**config.mk**
```make
export PLATFORM = sky130hd
export DESIGN_NAME = pipe_ctrl
export DESIGN_NICKNAME = d
export VERILOG_FILES = /design/src/rtl/pipe_pkg.sv /design/src/rtl/pipe_kill_cnt.sv /design/src/rtl/pipe_ctrl.sv
export SDC_FILE = /design/constraint.sdc
export NUM_CORES = 1
export LEC_CHECK = 0
export CAP_MARGIN = 20
export CORE_MARGIN = 4
export CORE_UTILIZATION = 55
export CTS_CLUSTER_DIAMETER = 150
export CTS_CLUSTER_SIZE = 28
export DETAILED_ROUTE_END_ITERATION = 10
export PLACE_DENSITY = 0.82
export SLEW_MARGIN = 20
export SYNTH_ARGS = -nofsm -noshare
export SYNTH_HDL_FRONTEND = slang
export SYNTH_SLANG_ARGS = --single-unit
```
**constraint.sdc**
```tcl
create_clock -name clock -period 3.3 [get_ports clock]
set_input_delay 0.66 -clock clock [delete_from_list [all_inputs] [get_ports clock]]
set_output_delay 0.66 -clock clock [all_outputs]
set_load 0.02 [all_outputs]
```
**src/rtl/pipe_pkg.sv**
```systemverilog
// Shared definitions for the pipeline control block: FSM state encoding,
// redirect source encoding, default kill depths and the redirect priority helper.
package pipe_pkg;

  typedef enum logic [1:0] {
    ST_RUN   = 2'd0,
    ST_HALT  = 2'd1,
    ST_FLUSH = 2'd2,
    ST_WAIT  = 2'd3
  } pipe_state_e;

  typedef enum logic [1:0] {
    SRC_NONE   = 2'd0,
    SRC_BRANCH = 2'd1,
    SRC_JAL    = 2'd2
  } redirect_src_e;

  localparam int DEF_FLUSH_DEPTH     = 2;
  localparam int DEF_JAL_FLUSH_DEPTH = 1;
  localparam int KILL_CNT_W          = 4;
  localparam logic [15:0] STAT_MAX   = 16'hFFFF;

  // A taken branch outranks a simultaneous JAL/JALR; the JAL is dropped.
  function automatic redirect_src_e redirect_src(input logic branch, input logic jal);
    redirect_src_e src;
    if (branch) begin
      src = SRC_BRANCH;
    end else if (jal) begin
      src = SRC_JAL;
    end else begin
      src = SRC_NONE;
    end
    return src;
  endfunction

endpackage

```
**src/rtl/pipe_kill_cnt.sv**
```systemverilog
// Loadable down-counter that tracks how many younger slots remain to be
// killed. Load wins over hold; the count never wraps below zero.
module pipe_kill_cnt
  import pipe_pkg::*;
#(
  parameter int W = KILL_CNT_W
) (
  input  logic         clock,
  input  logic         reset,
  input  logic         load,
  input  logic [W-1:0] load_val,
  input  logic         hold,
  output logic [W-1:0] count,
  output logic         zero
);

  logic [W-1:0] cnt_r;

  // Counter register: load, hold, or decrement toward zero.
  always_ff @(posedge clock or negedge reset) begin
    if (!reset) begin
      cnt_r <= {W{1'b0}};
    end else if (load) begin
      cnt_r <= load_val;
    end else if (hold) begin
      cnt_r <= cnt_r;
    end else if (cnt_r != {W{1'b0}}) begin
      cnt_r <= cnt_r - W'(1);
    end else begin
      cnt_r <= cnt_r;
    end
  end

  assign count = cnt_r;
  assign zero  = (cnt_r == {W{1'b0}});

endmodule

```
**src/rtl/pipe_ctrl.sv**
```systemverilog
// Pipeline redirect / stall controller. Turns branch and JAL redirects,
// jump-unit hazards and instruction-memory back-pressure into PC load,
// stall and kill controls. Optional statistics ports are built when the
// macro PIPE_CTRL_STATS_EN is defined.
module pipe_ctrl
  import pipe_pkg::*;
#(
  parameter int FLUSH_DEPTH     = DEF_FLUSH_DEPTH,
  parameter int JAL_FLUSH_DEPTH = DEF_JAL_FLUSH_DEPTH
) (
  input  logic        clock,
  input  logic        reset,
  input  logic        halt,
  input  logic        reset_branch,
  input  logic        reset_jal,
  input  logic [31:0] new_pc,
  input  logic        mem_busy,
  output logic        pc_load,
  output logic [31:0] redirect_pc,
  output logic        stall_fetch,
  output logic        stall_decode,
  output logic        kill,
  output logic [1:0]  state
`ifdef PIPE_CTRL_STATS_EN
  ,
  output logic [15:0] flush_count,
  output logic [15:0] stall_count
`endif
);

  localparam logic [KILL_CNT_W-1:0] BR_LOAD  = KILL_CNT_W'(FLUSH_DEPTH);
  localparam logic [KILL_CNT_W-1:0] JAL_LOAD = KILL_CNT_W'(JAL_FLUSH_DEPTH);
  localparam logic [KILL_CNT_W-1:0] CNT_ONE  = KILL_CNT_W'(1);
  localparam logic [KILL_CNT_W-1:0] CNT_ZERO = {KILL_CNT_W{1'b0}};

  pipe_state_e             state_r;
  pipe_state_e             base_state_s;
  pipe_state_e             nxt_state_s;
  redirect_src_e           pulse_src_s;
  redirect_src_e           load_src_s;
  redirect_src_e           pend_src_r;
  logic                    pend_r;
  logic [31:0]             pend_pc_r;
  logic [31:0]             redirect_pc_r;
  logic [31:0]             target_s;
  logic                    load_s;
  logic                    pend_set_s;
  logic                    pend_clr_s;
  logic [KILL_CNT_W-1:0]   load_val_s;
  logic [KILL_CNT_W-1:0]   cnt_s;
  logic                    cnt_zero_s;
  logic                    last_s;
  logic                    hold_s;
  logic                    kill_r;
  logic                    stall_fetch_r;
  logic                    stall_decode_r;

  pipe_kill_cnt #(.W(KILL_CNT_W)) u_kill_cnt (
    .clock    (clock),
    .reset    (reset),
    .load     (load_s),
    .load_val (load_val_s),
    .hold     (hold_s),
    .count    (cnt_s),
    .zero     (cnt_zero_s)
  );

  // The last kill slot is being consumed when one (or, defensively, zero) remains.
  assign last_s = cnt_zero_s || (cnt_s == CNT_ONE);
  // Kill slots only drain in FLUSH while memory can accept the next fetch.
  assign hold_s = (state_r != ST_FLUSH) || mem_busy;

  // Redirect arbitration and next-state decode; redirects win over halt and busy.
  always_comb begin
    pulse_src_s  = redirect_src(reset_branch, reset_jal);
    load_s       = 1'b0;
    load_src_s   = SRC_NONE;
    target_s     = redirect_pc_r;
    pend_set_s   = 1'b0;
    pend_clr_s   = 1'b0;
    base_state_s = state_r;
    case (state_r)
      ST_RUN: begin
        if (pulse_src_s != SRC_NONE) begin
          load_s     = 1'b1;
          load_src_s = pulse_src_s;
          target_s   = new_pc;
        end else if (halt) begin
          base_state_s = ST_HALT;
        end else if (mem_busy) begin
          base_state_s = ST_WAIT;
        end else begin
          base_state_s = ST_RUN;
        end
      end
      ST_HALT: begin
        if (pulse_src_s != SRC_NONE) begin
          load_s     = 1'b1;
          load_src_s = pulse_src_s;
          target_s   = new_pc;
        end else if (halt) begin
          base_state_s = ST_HALT;
        end else begin
          base_state_s = ST_RUN;
        end
      end
      ST_FLUSH: begin
        if (pulse_src_s != SRC_NONE) begin
          load_s     = 1'b1;
          load_src_s = pulse_src_s;
          target_s   = new_pc;
        end else if (mem_busy) begin
          base_state_s = ST_FLUSH;
        end else if (last_s) begin
          base_state_s = ST_RUN;
        end else begin
          base_state_s = ST_FLUSH;
        end
      end
      ST_WAIT: begin
        if (mem_busy) begin
          // Park the newest redirect until memory is ready again.
          pend_set_s   = (pulse_src_s != SRC_NONE);
          base_state_s = ST_WAIT;
        end else if (pulse_src_s != SRC_NONE) begin
          load_s     = 1'b1;
          load_src_s = pulse_src_s;
          target_s   = new_pc;
          pend_clr_s = 1'b1;
        end else if (pend_r) begin
          load_s     = 1'b1;
          load_src_s = pend_src_r;
          target_s   = pend_pc_r;
          pend_clr_s = 1'b1;
        end else begin
          base_state_s = ST_RUN;
        end
      end
      default: begin
        base_state_s = ST_RUN;
      end
    endcase
    load_val_s  = (load_src_s == SRC_BRANCH) ? BR_LOAD : JAL_LOAD;
    nxt_state_s = load_s ? ((load_val_s == CNT_ZERO) ? ST_RUN : ST_FLUSH) : base_state_s;
  end

  // FSM state register with registered stall/kill outputs decoded from the next state.
  always_ff @(posedge clock or negedge reset) begin
    if (!reset) begin
      state_r        <= ST_RUN;
      kill_r         <= 1'b0;
      stall_fetch_r  <= 1'b0;
      stall_decode_r <= 1'b0;
    end else begin
      state_r        <= nxt_state_s;
      kill_r         <= (nxt_state_s != ST_RUN);
      stall_fetch_r  <= (nxt_state_s == ST_HALT) || (nxt_state_s == ST_WAIT);
      stall_decode_r <= (nxt_state_s == ST_HALT);
    end
  end

  // Pending redirect captured while memory is busy; newest pulse overwrites.
  always_ff @(posedge clock or negedge reset) begin
    if (!reset) begin
      pend_r     <= 1'b0;
      pend_src_r <= SRC_NONE;
      pend_pc_r  <= 32'd0;
    end else if (pend_set_s) begin
      pend_r     <= 1'b1;
      pend_src_r <= pulse_src_s;
      pend_pc_r  <= new_pc;
    end else if (pend_clr_s) begin
      pend_r     <= 1'b0;
      pend_src_r <= SRC_NONE;
      pend_pc_r  <= pend_pc_r;
    end else begin
      pend_r     <= pend_r;
      pend_src_r <= pend_src_r;
      pend_pc_r  <= pend_pc_r;
    end
  end

  // Redirect target register, held until the next applied redirect.
  always_ff @(posedge clock or negedge reset) begin
    if (!reset) begin
      redirect_pc_r <= 32'd0;
    end else if (load_s) begin
      redirect_pc_r <= target_s;
    end else begin
      redirect_pc_r <= redirect_pc_r;
    end
  end

  // pc_load is zero-latency but forced low while reset is held.
  assign pc_load      = load_s & reset;
  assign redirect_pc  = pc_load ? target_s : redirect_pc_r;
  assign stall_fetch  = stall_fetch_r;
  assign stall_decode = stall_decode_r;
  assign kill         = kill_r;
  assign state        = state_r;

`ifdef PIPE_CTRL_STATS_EN
  logic [15:0] flush_count_r;
  logic [15:0] stall_count_r;

  // Saturating count of applied redirects.
  always_ff @(posedge clock or negedge reset) begin
    if (!reset) begin
      flush_count_r <= 16'd0;
    end else if (load_s && (flush_count_r != STAT_MAX)) begin
      flush_count_r <= flush_count_r + 16'd1;
    end else begin
      flush_count_r <= flush_count_r;
    end
  end

  // Saturating count of cycles spent in HALT or WAIT.
  always_ff @(posedge clock or negedge reset) begin
    if (!reset) begin
      stall_count_r <= 16'd0;
    end else if (((state_r == ST_HALT) || (state_r == ST_WAIT)) && (stall_count_r != STAT_MAX)) begin
      stall_count_r <= stall_count_r + 16'd1;
    end else begin
      stall_count_r <= stall_count_r;
    end
  end

  assign flush_count = flush_count_r;
  assign stall_count = stall_count_r;
`endif

endmodule

```
=== Word-level counts from Yosys, hierarchy flattened ===
Index checks and enable logic that the tools add are counted.

* Register bits: 76
* Latch bits: 0
* Bits in writable memories: 0
* Memory bits (read-only): 0
* Input port bits: 38
* Output and inout port bits: 38
* Memories kept: 0

* Add/subtract/negate cells: 1
* Multipliers: 0
* Div/mod/pow operators: 0
* Order comparisons: 0
* Eq/ne operators: 9
* Shift-type cells: 0
* Muxes and demuxes: 43
* Bitwise operators: 1
* Reduce and logical (&&, ||, !) cells: 13

{| class="wikitable"
|+ Operators with widths
! operator !! number
|-
| $mux W32 || 5
|-
| $pmux W32 S2 || 1
|-
| $mux W2 || 21
|-
| $mux W4 || 3
|-
| $mux W1 || 10
|-
| $logic_not A4 Y1 || 2
|-
| $pmux W2 S4 || 1
|-
| $reduce_bool A2 Y1 || 4
|-
| $eq A2 B1 Y1 const B || 3
|-
| $eq A2 B2 Y1 const B || 3
|-
| $eq A4 B1 Y1 const B || 1
|-
| $ne A2 B2 Y1 const B || 2
|-
| $pmux W2 S2 || 1
|-
| $reduce_bool A4 Y1 || 1
|-
| $sub A4 B1 Y4 const B || 1
|-
| $logic_or A1 B1 Y1 || 3
|-
| $reduce_or A3 Y1 || 1
|-
| $logic_not A2 Y1 || 1
|-
| $pmux W1 S2 || 1
|-
| $reduce_and A2 Y1 || 1
|-
| $and A1 B1 Y1 || 1
|}

=== Depth between registers and ports, before layout ===
* Word-level depth: 13
* Gate-level depth with buffers: 7
* Mapped depth without buffers: 6

=== By module ===
From an unflattened synthesis, not the netlist that was laid out.

* Cells, all modules: 415
* Area total of the unflattened synthesis: 4315.4 um^2

{| class="wikitable"
|+ By module, submodules not included
! module !! times used !! cells each !! area each (um^2)
|-
| pipe_ctrl || 1 || 389 || 4065.1
|-
| pipe_kill_cnt || 1 || 26 || 250.2
|}

=== Worst setup path before layout ===
No wires, ideal clock.

* Path type: input to output
* From: in reset_jal
* To: out redirect_pc[30]
* Arrival: 2.000 ns
* Data required time: 2.640 ns
* Setup slack: 0.640 ns
* Cell stages on the path: 7
* Buffers on the path: 3
* Cell sequence: buf_4 or2_2 buf_2 buf_2 nor2_1 a32oi_1 a31oi_1

* Word-level cells in the longest chain between the ends: 8
* Elaborated cells on any way between the ends: 13
* Classes of those cells: 11 x mux; 1 x bitwise; 1 x reduce/logical

{| class="wikitable"
|+ RTL lines
! what !! line !! text
|-
| start: declaration || pipe_ctrl.sv:15 || <nowiki>input logic reset_jal,</nowiki>
|-
| $mux W2 (*) || pipe_pkg.sv:28 || <nowiki>end else if (jal) begin</nowiki>
|-
| $mux W2 (*) || pipe_pkg.sv:26 || <nowiki>if (branch) begin</nowiki>
|-
| $reduce_bool A2 Y1 (*) || - ||
|-
| $mux W1 || pipe_ctrl.sv:125 || <nowiki>end else if (pulse_src_s != SRC_NONE) begin</nowiki>
|-
| $mux W1 || pipe_ctrl.sv:121 || <nowiki>if (mem_busy) begin</nowiki>
|-
| $pmux W1 S2 || pipe_ctrl.sv:82 || <nowiki>case (state_r)</nowiki>
|-
| $and A1 B1 Y1 || pipe_ctrl.sv:195 || <nowiki>assign pc_load = load_s & reset;</nowiki>
|-
| $mux W32 (*) || pipe_ctrl.sv:196 || <nowiki>assign redirect_pc = pc_load ? target_s : redirect_pc_r;</nowiki>
|-
| end: declaration || pipe_ctrl.sv:19 || <nowiki>output logic [31:0] redirect_pc,</nowiki>
|}

Mark *: on every way between the ends. The rest lies on a longest branch, timed or not.

=== Final worst setup path ===
* From: in reset_jal
* To: out redirect_pc[22]

Same word-level chain as after synthesis.

==> results.sh <==
export IMPL_grt_overflow=0
export IMPL_ff2ff_path_depth=6
export IMPL_synth_seq_area_share_pct=42.52
export IMPL_timing_final_crit_share_pct=97.39
export IMPL_layout_setup_ws_ns=0.08627
export IMPL_layout_drive_gt1_share_pct=27.70
export IMPL_drv_cap=0
export IMPL_ys_seq_elements=76
export IMPL_ir_worst_vdd_mv=0.2800
export IMPL_vias=3800
export IMPL_cts_tree="built"
export IMPL_cp_end_kind="output pin"
export IMPL_cp_num_cells=8
export IMPL_cts_root_buf="clkbuf_8"
export IMPL_critPathTopFamily="buffers and inverters"
export IMPL_cts_buffers=9
export IMPL_hold_ws_ns=0.4955
export IMPL_rows=32
export IMPL_skew_ns=0.01464
export IMPL_route_detailed_drc=0
export IMPL_crit_end="redirect_pc[22]"
export IMPL_crit_chain="clkdlybuf4s15_1 > nor4b_4 > buf_4 > bufbuf_16 > a221oi_1 > a32oi_2 > mux2_2 > dlygate4sd2_1"
export IMPL_first_pass_iters=5
export IMPL_start_util_pct=57.29
export IMPL_initialDrtViolationCount=219
export IMPL_clk_latency_ns=0.35
export IMPL_drtAntennaViolNets=0
export IMPL_wl_met2_um=5733
export IMPL_synth_area_per_cell_um2=10.55
export IMPL_power_density_nw_per_um2=480.8
export IMPL_p_switching_mw=0.8316
export IMPL_power_mw=2.729
export IMPL_p_sw_share_pct=30.47
export IMPL_power_frac_comb_pct=27.5
export IMPL_clk_pin_slew_worst_paths_ns=0.06
export IMPL_clock_path_buffers=2
export IMPL_path_class="input pin to output pin"
export IMPL_fin_nets=545
export IMPL_worstHoldPathType="register to register"
export IMPL_wire_per_inst_um=18.97
export IMPL_syn_num_nets=464
export IMPL_die_x_um=98.18
export IMPL_vias_per_cell=6.219
export IMPL_status="complete, no violations"
export IMPL_worstReg2RegStart="u_kill_cnt.count[1]"
export IMPL_critical_path_buf_inv_count=4
export IMPL_gp_congestion=0.7608
export IMPL_ys_warn_count=0
export IMPL_grt_max_degree=77
export IMPL_htreeDepth=3
export IMPL_worst_ep_arrival_time_ns=2.55
export IMPL_worstPathRequired_ns=2.64
export IMPL_drt_wl_total_um=11590
export IMPL_clkPwrFrac_pct=28.7
export IMPL_gr_usage_all_layers_pct=24.45
export IMPL_ios=76
export IMPL_max_stage_delay_ns=0.34
export IMPL_grt_pass1_vias=3978
export IMPL_dieHeight_um=98.18
export IMPL_worstSetupStartpoint="reset_jal"
export IMPL_period_needed_ns=3.214
export IMPL_critPathMaxFanout=16
export IMPL_synthesis_area_um2=4473
export IMPL_tightest_slew_ns=0.9751
export IMPL_die_area_um2=9639
export IMPL_p_int_mw=1.898
export IMPL_wl_met3_um=738
export IMPL_timing_rr_end="u_kill_cnt.count[1]"
export IMPL_crit_slowest_cell="a221oi_1"
export IMPL_slew_headroom_pct=35.00
export IMPL_place_ws_ns=-0.3553
export IMPL_cts_sinks=76
export IMPL_slew_violations=0
export IMPL_synth_cells=424
export IMPL_startpoint_type="input pin"
export IMPL_hold_violations=0
export IMPL_dr_max_layer_used="met4"
export IMPL_power_leakage_nw=2.438
export IMPL_antenna_found_initial=0
export IMPL_fp_coreArea_um2=7807
export IMPL_dp_hpwl_um=7324
export IMPL_tns_ns=0
export IMPL_r2r_setup_slack_ns=1.45
export IMPL_p_seq_share_pct=43.8
export IMPL_areaGrowthSynthToFinish_pct=26.91
export IMPL_max_freq_mhz=311.2
export IMPL_io_buffers=75
export IMPL_grt_pass1_wl_um=19240
export IMPL_antenna_cells=0
export IMPL_met1_length_um=4897
export IMPL_finalSetupViolCount=0
export IMPL_synth_cell_types=43
[state kept, by name, summed over array words and instances, names as in the netlist]
register and cells:
u_kill_cnt.count 4, redirect_pc_r 32, pend_r 1, stall_fetch 1, kill 1, state 2, stall_decode 1, pend_pc_r 32
pend_src_r 2
[stage by stage]
step           std cells  area, µm²  util (%)
4_1_cts              610       5663     72.53
3_5_place_dp         593       5433     69.58
2_1_floorplan        424       4473         -
5_1_grt              611       5677     72.71
6_report             611       5677     72.71
3_3_place_gp         593       5433     69.58
[how the worst min path moves through the flow]
| stage | start | to | slack [ns] | cells after the start |
|---|---|---|---|---|
| finish | pend_pc_r[10] | pend_pc_r[10] | 0.50 | 1 |
| global route | pend_pc_r[1] | pend_pc_r[1] | 0.53 | 1 |
| CTS | pend_pc_r[10] | pend_pc_r[10] | 0.50 | 1 |
| detailed placement | pend_pc_r[5] | pend_pc_r[5] | 0.48 | 1 |
| global placement | pend_pc_r[10] | pend_pc_r[10] | 0.47 | 1 |
| floorplan | reset | kill | 0.36 | 0 |
[area by class of cell]
| class | count | area (µm²) |
|---|---|---|
| multi-input cells | 305 | 2335 |
| fillers | 561 | 2131 |
| flip-flops and latches | 76 | 1902 |
| repair buffers | 108 | 1079 |
| clock buffers | 11 | 141.4 |
| well taps | 102 | 127.6 |
| clock inverters | 4 | 73.82 |
| inverters | 5 | 18.77 |
[worst reg2reg max path, cell delays in order (launching register included)]
cell and delay (ns):
dfrtp_1 0.39, inv_1 0.12, ha_1 0.20, or3b_2 0.47, and2_1 0.19, mux2_2 0.27, o21ai_0 0.14
[routing by layer]
metal,vias up,global-route usage [%]
met3,21,5.929
met2,146,40.31
li1,1740,-
met1,1893,30.57
met4,0,10.82
met5,-,0
[cells in the mapped netlist]
| library cell | count | area, µm² |
|---|---|---|
| nand2_1 | 83 | 311.6 |
| dfrtp_1 | 76 | 1902 |
| mux2_2 | 49 | 551.8 |
| o21ai_0 | 36 | 180.2 |
| a221oi_1 | 20 | 175.2 |
| a32oi_2 | 19 | 309.1 |
| a21oi_1 | 15 | 75.07 |
| nor2_1 | 15 | 56.30 |
| buf_2 | 13 | 65.06 |
| clkbuf_1 | 10 | 37.54 |
| a31oi_2 | 9 | 112.6 |
| a32o_1 | 9 | 90.09 |
| buf_6 | 8 | 90.09 |
| buf_4 | 6 | 45.04 |
| mux2_1 | 6 | 67.56 |
| inv_1 | 5 | 18.77 |
| o21ai_1 | 5 | 25.02 |
| a32oi_1 | 4 | 35.03 |
| nand3_1 | 4 | 20.02 |
| nor2b_1 | 3 | 18.77 |
| a221oi_2 | 2 | 30.03 |
| and2_1 | 2 | 12.51 |
| ha_1 | 2 | 25.02 |
| nor3b_1 | 2 | 15.01 |
| o21a_1 | 2 | 15.01 |
| xor2_1 | 2 | 17.52 |
| a221oi_4 | 1 | 26.28 |
| a22oi_1 | 1 | 7.510 |
| a2bb2oi_1 | 1 | 8.760 |
| a31oi_1 | 1 | 6.260 |
| clkbuf_4 | 1 | 7.510 |
| nand3_2 | 1 | 10.01 |
| nor2_4 | 1 | 11.26 |
| nor3_1 | 1 | 5.000 |
| nor3_2 | 1 | 10.01 |
| nor4_1 | 1 | 6.260 |
| nor4b_4 | 1 | 23.77 |
| o21ba_2 | 1 | 10.01 |
| o311ai_0 | 1 | 8.760 |
| or2_1 | 1 | 6.260 |
| or2_2 | 1 | 6.260 |
| or3b_2 | 1 | 8.760 |
| xnor2_1 | 1 | 8.760 |
[power groups by stage]
stage               logic (mW)  registers, mW  clock network [mW]
finish                   0.749           1.20               0.783
global route             0.811           1.21               0.838
CTS                      0.750           1.19               0.795
detailed placement       0.774           1.21                   0
global placement         0.748           1.19                   0
floorplan                0.475           1.18                   0
[layout by cell type, fill, tap and decap left out, types with 5 or more instances in the layout]
cell type / count
nand2_1: 82
inv_1: 5
clkbuf_8: 10
a221oi_1: 17
a32oi_2: 19
mux2_1: 6
clkdlybuf4s50_1: 40
dlygate4sd2_1: 28
mux2_2: 49
a32o_1: 9
dfrtp_1: 76
buf_4: 25
a221oi_2: 5
o21ai_1: 5
a21oi_1: 15
nor2_1: 15
o21ai_0: 36
buf_12: 8
a31oi_2: 9
[cells by family (layout without fill, tap and decap cells)]
group                    count (synthesis)  after routing  synth area share [%]
AO/OA/AOI/OAI                          127            127                 24.92
AND/OR/NAND/NOR                        118            118                 11.66
flip-flops                              76             76                 42.52
multiplexers                            55             55                 13.85
buffers and inverters                   43            128                 5.902
XOR/XNOR                                 3              3                0.5875
adder cells (fa/ha/maj)                  2              2                0.5594
[timing repair]
item | in CTS | in global routing
setup endpoints to repair | 33 | 16
hold buffers | 0 | 0
buffers inserted | 1 | 1
pin swaps | 1 | 1
gates cloned | 1 | 0
resized for setup | 36 | 5
No activity file was read; power rests on OpenSTA's default activity.
